[src/rtl/mc_control_unit.sv]
// mc_control_unit: multi-cycle FETCH/DECODE/EXEC/MEM/WB sequencer with handshake fetch, flag branches, timed-out memory waits and a retire counter
module mc_control_unit #(
    parameter int IW          = 8,
    parameter int RAW         = 2,
    parameter int MEM_TIMEOUT = 15,
    parameter int CNT_W       = 16
) (
    input  logic             clk,
    input  logic             reset,
    input  logic             instr_valid,
    input  logic [IW-1:0]    instruction,
    output logic             instr_ready,
    input  logic             acc_zero,
    input  logic             acc_neg,
    input  logic             mem_ready,
    output logic [3:0]       alu_control,
    output logic [RAW-1:0]   reg_addr1,
    output logic [RAW-1:0]   reg_addr2,
    output logic             rf_wen,
    output logic             link_sel,
    output logic             flag_wen,
    output logic             mem_ren,
    output logic             mem_wen,
    output logic             pc_inc,
    output logic             pc_load,
    output logic             illegal,
    output logic             mem_err,
    output logic [CNT_W-1:0] instr_count
);
    typedef enum logic [2:0] {IDLE, FETCH, DECODE, EXEC, MEM, WB} state_t;
    state_t        state;
    logic [IW-1:0] ir;
    logic [7:0]    wcnt;
    logic [3:0]    op;
    logic          active, exec, mem, wb, timeout, br_take, alu_op;
    always_comb begin
        op          = ir[IW-1:IW-4];
        active      = state inside {DECODE, EXEC, MEM, WB};
        exec        = state == EXEC;
        mem         = state == MEM;
        wb          = state == WB;
        timeout     = wcnt == 8'(MEM_TIMEOUT - 1);
        alu_op      = op inside {[4'h0:4'h3], 4'h8, 4'h9, 4'hC, 4'hD};
        br_take     = (op == 4'hA && !acc_zero) || (op == 4'hB && acc_neg) || op == 4'hE || op == 4'hF;
        instr_ready = state == FETCH;
        reg_addr1   = active ? ir[2*RAW-1:RAW] : '0;
        reg_addr2   = active ? ir[RAW-1:0] : '0;
        alu_control = !active ? 4'h0 : (op == 4'h8 || op == 4'h9) ? 4'h0 : op == 4'hA ? 4'h1 : op;
        pc_load     = exec && br_take;
        // completion beats timeout when mem_ready arrives on the last allowed cycle
        pc_inc      = (exec && ((op inside {4'hA, 4'hB} && !br_take) || op inside {4'h6, 4'h7}))
                    || (mem && (mem_ready ? op == 4'h5 : timeout)) || wb;
        rf_wen      = wb || (exec && op == 4'hF);
        link_sel    = exec && op == 4'hF;
        flag_wen    = wb && op inside {[4'h0:4'h3], 4'hC, 4'hD};
        mem_ren     = mem && op == 4'h4;
        mem_wen     = mem && op == 4'h5;
        illegal     = exec && op inside {4'h6, 4'h7};
        mem_err     = mem && !mem_ready && timeout;
    end
    always_ff @(posedge clk or negedge reset) begin
        if (!reset) begin
            state       <= IDLE;
            ir          <= '0;
            wcnt        <= '0;
            instr_count <= '0;
        end else begin
            instr_count <= instr_count + CNT_W'(pc_inc | pc_load);
            case (state)
                IDLE:    state <= FETCH;
                FETCH:   if (instr_valid) begin
                    ir    <= instruction;
                    state <= DECODE;
                end
                DECODE:  state <= EXEC;
                EXEC: begin
                    wcnt  <= '0;
                    state <= op inside {4'h4, 4'h5} ? MEM : alu_op ? WB : FETCH;
                end
                MEM: begin
                    wcnt  <= wcnt + 8'd1;
                    state <= mem_ready ? (op == 4'h4 ? WB : FETCH) : timeout ? FETCH : MEM;
                end
                WB:      state <= FETCH;
                default: state <= IDLE;
            endcase
        end
    end
endmodule

[config.mk]
export PLATFORM = sky130hd
export DESIGN_NAME = mc_control_unit
export DESIGN_NICKNAME = d
export VERILOG_FILES = /design/src/rtl/mc_control_unit.sv
export SDC_FILE = /design/constraint.sdc
export NUM_CORES = 1
export LEC_CHECK = 0
export ABC_AREA = 1
export CORE_UTILIZATION = 34
export DETAILED_ROUTE_END_ITERATION = 10
export GPL_TIMING_DRIVEN = 0
export SYNTH_ARGS = -nofsm -noshare
export SYNTH_HDL_FRONTEND = slang
export SYNTH_SLANG_ARGS = --single-unit
[constraint.sdc]
create_clock -name clk -period 3.25 [get_ports clk]
set_clock_uncertainty 0.15 [all_clocks]
set_input_delay 0.8125 -clock clk [delete_from_list [all_inputs] [get_ports clk]]
set_output_delay 0.8125 -clock clk [all_outputs]
set_load 0.005 [all_outputs]
==> flow_summary_export.csv, run 1 <==
group,metric,value,unit
worst_setup_path,cp_cell_sequence,"clkdlybuf4s50_1, o21bai_2, nand3_1, nand3_1, clkdlybuf4s50_1",
timing,tightestPinTransition,764,ps
synthesis,syn_nets,258,
clock_tree,clock_sinks,35,
synthesis,synthSimpleGateAreaFrac,0.267,
layout,mostFrequentLayoutCells,"53 x nand2_1, 46 x clkdlybuf4s50_1, 35 x dfrtp_1",
timing,finalSetupTns,0,ps
placement,gp_congestion,0.811,
worst_setup_path,cp.arrival,2200,ps
drt,firstDrtPassIters,4,
layout,layout_commonest_cell,"nand2_1",
timing,slew_headroom,0.491,
timing,min_period,3160,ps
synthesis,synth_xor_area_frac,0.0682,
floorplan,dieArea,5970,um2
layout,fillers,541,
global_route,grt_pass1_vias,1546,
outcome,outcome,"completed",
worst_setup_path,crit_path_max_incr_delay,520,ps
layout,syn_to_final_growth,37.2,%
floorplan,die_h,77.3,um
worst_setup_path,crit_fanout,4,
timing,rsz0062_at_grt,"no",
drt,routed_wl,4140,um
power_and_ir_drop,ir_worst_vdd,0.000378,V
layout,layout.cells.non_filler,369,
drt,first_iter_violations,60,
floorplan,io_pins,48,
global_route,grt_start_max_net_pins,36,
placement,post-place-cells,358,
worst_setup_path,crit_path_end,"pc_inc",
worst_setup_path,cp_slowest_cell,"clkdlybuf4s50_1",
drt,ant_nets,0,
synthesis,synthAdderAreaFrac,0.0325,
worst_setup_path,cp-end-kind,"primary output",
synthesis,ys_seq_area_frac,0.455,
drt,vias,1698,
layout,register_area,876,um2
clock_tree,clk_pin_slew,70,ps
power_and_ir_drop,p_leak,1.27,nW
synthesis,syn_area_per_cell,8.06,um2
power_and_ir_drop,p_total,0.00194,W
worst_setup_path,reg2reg_slack,550,ps
placement,placement.io_buffers,47,
floorplan,die_w,77.3,um
worst_setup_path,r2r_end,"instr_count[14]",
layout,fin_nets,315,
clock_tree,htreeDepth,2,
worst_setup_path,reg2regPathDepth,14,
global_route,antenna_found_initial,0,
min_path,hold_class,"flop to flop",
layout,multiInputGateArea,913,um2
floorplan,num_rows,27,
synthesis,synth.distinct_cells,25,
clock_tree,tritoncts,"yes",
drt,drc,0,
synthesis,muxShareOfSynthArea,0.0273,
layout,drive_above_1_share,0.0808,
layout,antennaDiodeCount,0,
layout,finalCoreUtilization,0.483,
clock_tree,cts_made_buffers,5,
power_and_ir_drop,pwr_density_cell,734,nW/um2
timing,fmax,316,MHz
worst_setup_path,required,2290,ps
synthesis,synth_top_family_by_area,"simple AND/OR/NAND/NOR gates",
clock_tree,clockBufferDepth,2,
synthesis,synth_compound_area_frac,0.0760,
global_route,grt_overflow,0,
timing,fin_ws,86.1,ps
synthesis,ys_seq_elements,35,
clock_tree,clk_latency,290,ps
worst_setup_path,cp-startpoint,"mem_ready",
timing,post-route-period-util,0.974,
timing,setup_viol,0,
global_route,grt_pass1_wl,6920,um
worst_setup_path,worst_setup_path_start_kind,"primary input",
global_route,track_usage,0.147,
worst_setup_path,reg2reg_from,"state[1]",
clock_tree,cts_root_buf,"clkbuf_8",
floorplan,start_util,0.352,
worst_setup_path,critPathKind,"primary input to primary output",
synthesis,yosys_warnings,0,
floorplan,core,5470,um2
drt,vias_per_cell,4.60,
drt,post_drt_wl_per_cell,11.2,um
synthesis,syn_area,1930,um2
placement,place_ws,29.5,ps
synthesis,netlist_instances,239,
flow_run,drv_cap,0,
timing,drv_slew,0,
timing,final-hold-violation-count,0,
placement,place_hpwl,3120,um
==> worst min path at each step <==
stage	from	endpoint	cells after the start
floorplan	instr_count[15]	instr_count[15]	1
global placement	instr_count[15]	instr_count[15]	1
detailed placement	instr_count[15]	instr_count[15]	1
CTS	instr_count[15]	instr_count[15]	1
global route	instr_count[15]	instr_count[15]	1
finish	instr_count[15]	instr_count[15]	1
==> cells by family after synthesis <==
kind of cell,after synthesis
AND/OR/NAND/NOR,117
buffers and inverters,36
flip-flops,35
AO/OA/AOI/OAI,27
XOR/XNOR,15
adder cells (fa/ha/maj),5
multiplexers,4
==> report_power, final <==
part           switching, W  internal [W]  total [W]
sequential         0.000117      0.000539   0.000656
combinational      0.000405      0.000417   0.000822
clock              0.000155      0.000307   0.000462
total              0.000678       0.00126    0.00194
==> cells in the mapped netlist <==
library cell | number | area [um2]
nor3_4 | 1 | 16.3
mux2_4 | 2 | 30.0
dfrtp_1 | 35 | 876
buf_6 | 1 | 11.3
a211oi_1 | 3 | 22.5
nor4_1 | 1 | 6.26
o22ai_1 | 1 | 6.26
nor3_1 | 6 | 30.0
inv_1 | 33 | 124
nand2_4 | 2 | 22.5
o21ai_0 | 11 | 55.1
o21ai_1 | 1 | 5.00
xor2_1 | 9 | 78.8
ha_1 | 5 | 62.6
a21oi_1 | 10 | 50.1
nand3b_1 | 1 | 7.51
inv_2 | 2 | 7.51
xnor2_1 | 6 | 52.6
nand2_1 | 54 | 203
nor2_4 | 1 | 11.3
mux2_2 | 2 | 22.5
nor2_1 | 32 | 120
o21bai_1 | 1 | 7.51
nand3_1 | 17 | 85.1
nand4_1 | 2 | 12.5
==> metal layers <==
layer / GRT usage / up-vias / share of wire
met5: 0 / - / 0
met4: 0.0509 / 0 / 0.012
met3: 0.0429 / 5 / 0.041
met2: 0.235 / 32 / 0.48
met1: 0.187 / 787 / 0.47
li1: - / 874 / -
==> worst max-delay path, delay by kind of cell <==
| kind | cells | cell delay (ps) |
|---|---|---|
| buf+inv | 2 | 1020 |
| simple gates | 2 | 210 |
| compound gates | 1 | 150 |
==> flip-flops by register name (all words and copies together) (netlist names) <==
name         count
instr_count     16
ir               8
wcnt             8
state            3
==> stage by stage <==
stage / cell area (um2) / hold WS, ps
CTS: 2610 / 344
global placement: 2490 / 305
floorplan: 1930 / 315
detailed placement: 2480 / 334
global route: 2640 / 354
finish: 2640 / 326
==> timing repair <==
item | 4_1_cts | 5_1_grt
resized for setup | 0 | 2
setup endpoints to repair | 0 | 4
buffers inserted | 0 | 3
hold buffers | 0 | 0
==> cell type report <==
class,instances,share of cell area
clock inverters,2,0.0227
repair buffers,50,0.185
flip-flops and latches,35,0.331
plain buffers,1,0.00426
multi-input cells,168,0.346
clock buffers,6,0.0275
well taps,72,0.0341
inverters,35,0.0497
(Power assumes the default switching activity.)
==> run 2, diff against run 1 <==
--- a/config.mk
+++ b/config.mk
@@ -8,7 +8,6 @@
 export ABC_AREA = 1
 export CORE_UTILIZATION = 34
 export DETAILED_ROUTE_END_ITERATION = 10
-export GPL_TIMING_DRIVEN = 0
 export SYNTH_ARGS = -nofsm -noshare
 export SYNTH_HDL_FRONTEND = slang
 export SYNTH_SLANG_ARGS = --single-unit
==> run 2 against run 1 <==
  * Final cell count decreased by 0.54%
  * Sequential power barely moved
  * Combinational power is 0.6% lower
  * Power is 7.7% lower
  * Largest power group unchanged
  * Critical endpoint unchanged
  * First-iteration DRC count increased by 3.3%
  * Worst hold slack got worse by 0.67 ps
  * Largest cell class unchanged
==> flow_summary_export.csv, run 2 (synthesis results as in run 1) <==
group,metric,value,unit
clock_tree,htreeDepth,2,
timing,tightestPinTransition,434,ps
layout,multiInputGateArea,910,um2
floorplan,num_rows,27,
global_route,track_usage,0.153,
layout,register_area,877,um2
layout,finalInstanceArea,2580,um2
drt,first_iter_violations,62,
drt,routed_wl,4120,um
outcome,outcome,"completed",
min_path,hold_class,"flop to flop",
clock_tree,tritoncts,"yes",
global_route,grt_overflow,0,
layout,top_regs,"instr_count: 16 flops, ir: 8 flops, wcnt: 8 flops",
placement,placement.io_buffers,47,
floorplan,dieArea,5970,um2
layout,layout_commonest_cell,"nand2_1",
clock_tree,cts_setup_buffers,0,
timing,fmax,315,MHz
worst_setup_path,reg2reg_from,"state[2]",
floorplan,start_util,0.352,
layout,largest_reg_flops,16,
drt,post_drt_wl_per_cell,11.2,um
min_path,min_from,"instr_count[15]",
clock_tree,cts_root_buf,"clkbuf_8",
timing,finalSetupTns,0,ps
timing,rsz0062_at_grt,"no",
layout,drive_above_1_share,0.0746,
flow_run,drv_cap,0,
power_and_ir_drop,pwr_density_cell,693,nW/um2
drt,ant_nets,0,
worst_setup_path,reg2regPathDepth,12,
worst_setup_path,critPathTopFamily,"buffers and inverters",
drt,vias,1687,
placement,post_dp_cell_area,2490,um2
worst_setup_path,cp_cell_sequence,"clkdlybuf4s50_1, o21bai_1, nand3_1, nand3_1, clkdlybuf4s50_1",
layout,antennaDiodeCount,0,
power_and_ir_drop,ir_worst_vdd,0.000361,V
layout,fin_nets,313,
timing,holdWs,326,ps
floorplan,io_pins,48,
clock_tree,clk_latency,290,ps
min_path,hold_depth,1,
global_route,grt_start_max_net_pins,36,
power_and_ir_drop,p_leak,1.23,nW
global_route,grt_pass1_vias,1648,
placement,place_hpwl,3170,um
layout,mostFrequentLayoutCells,"53 x nand2_1, 47 x clkdlybuf4s50_1, 34 x dfrtp_1",
drt,firstDrtPassIters,4,
worst_setup_path,worst_setup_path_start_kind,"primary input",
timing,post-route-period-util,0.978,
clock_tree,cts_made_buffers,5,
timing,min_period,3180,ps
layout,regMostFlops,"instr_count",
layout,syn_to_final_growth,34.1,%
global_route,antenna_found_initial,0,
timing,slew_headroom,0.710,
worst_setup_path,reg2reg_slack,620,ps
clock_tree,clockBufferDepth,2,
min_path,holdPathEnd,"instr_count[15]",
clock_tree,clock_sinks,35,
placement,post-place-cells,359,
drt,vias_per_cell,4.60,
layout,fillers,545,
worst_setup_path,critPathKind,"primary input to primary output",
placement,gp_congestion,0.783,
timing,final-hold-violation-count,0,
timing,setup_viol,0,
layout,layout.cells.non_filler,367,
worst_setup_path,worst-path-buf-inv,2,
worst_setup_path,cp-end-kind,"primary output",
worst_setup_path,cp_slowest_cell,"clkdlybuf4s50_1",
worst_setup_path,crit_fanout,4,
drt,drc,0,
worst_setup_path,crit_path_max_incr_delay,510,ps
floorplan,core,5470,um2
timing,drv_slew,0,
layout,finalCoreUtilization,0.472,
worst_setup_path,cp.arrival,2220,ps
clock_tree,clk_pin_slew,70,ps
global_route,grt_pass1_wl,7200,um
worst_setup_path,required,2290,ps
worst_setup_path,r2r_end,"instr_count[14]",
floorplan,die_w,77.3,um
floorplan,die_h,77.3,um
## run 2: what timing repair did
item                                    CTS  global route
hold buffers                              0             0
gates resized for setup                   0             2
endpoints found under the setup margin    0             3
## run 2: area by class of cell
class	instances	area share
Clock inverter	3	0.00775
Inverter	35	0.0509
Timing Repair Buffer	49	0.188
Tap cell	72	0.0349
Multi-Input combinational cell	168	0.352
Clock buffer	5	0.0266
Sequential cell	35	0.340
## run 2: routing by layer
layer / global-route usage / up-vias / share of wire
li1: - / 871 / -
met4: 0.0679 / 0 / 0.018
met2: 0.250 / 30 / 0.47
met5: 0 / - / 0
met3: 0.0429 / 5 / 0.043
met1: 0.186 / 781 / 0.47
## run 2: report_power, final
| part | leakage, nW | switching [W] | internal (W) |
|---|---|---|---|
| Combinational | 0.733 | 0.000403 | 0.000414 |
| Clock | 0.0402 | 0.000166 | 0.000149 |
| Sequential | 0.453 | 0.000118 | 0.000540 |
| Total | 1.23 | 0.000687 | 0.00110 |
## run 2: worst reg2reg max path, stage by stage, from the launching register on
cell,delay (ps)
dfrtp_1,510
inv_2,110
nor3_4,340
nand3_1,160
nand4_1,150
ha_1,180
ha_1,180
inv_1,50
nor2_1,230
nand2_1,80
nor2_1,160
nand3_1,110
xnor2_1,130
## run 2: stage by stage
stage,setup WS (ps),power (W)
after floorplan,825,0.00110
after global placement,85.4,0.00148
after detailed placement,68.7,0.00149
after CTS,36.9,0.00181
after global routing,4.79,0.00195
final,71.1,0.00179
## run 2: worst max path at each step
stage	start	to	slack, ps	depth (start not counted)
after detailed placement	mem_ready	pc_inc	70	5
final	mem_ready	pc_inc	70	5
after CTS	state[1]	rf_wen	40	7
after global routing	mem_ready	pc_inc	5	5
after global placement	mem_ready	pc_inc	90	5
after floorplan	acc_zero	instr_count[14]	820	12
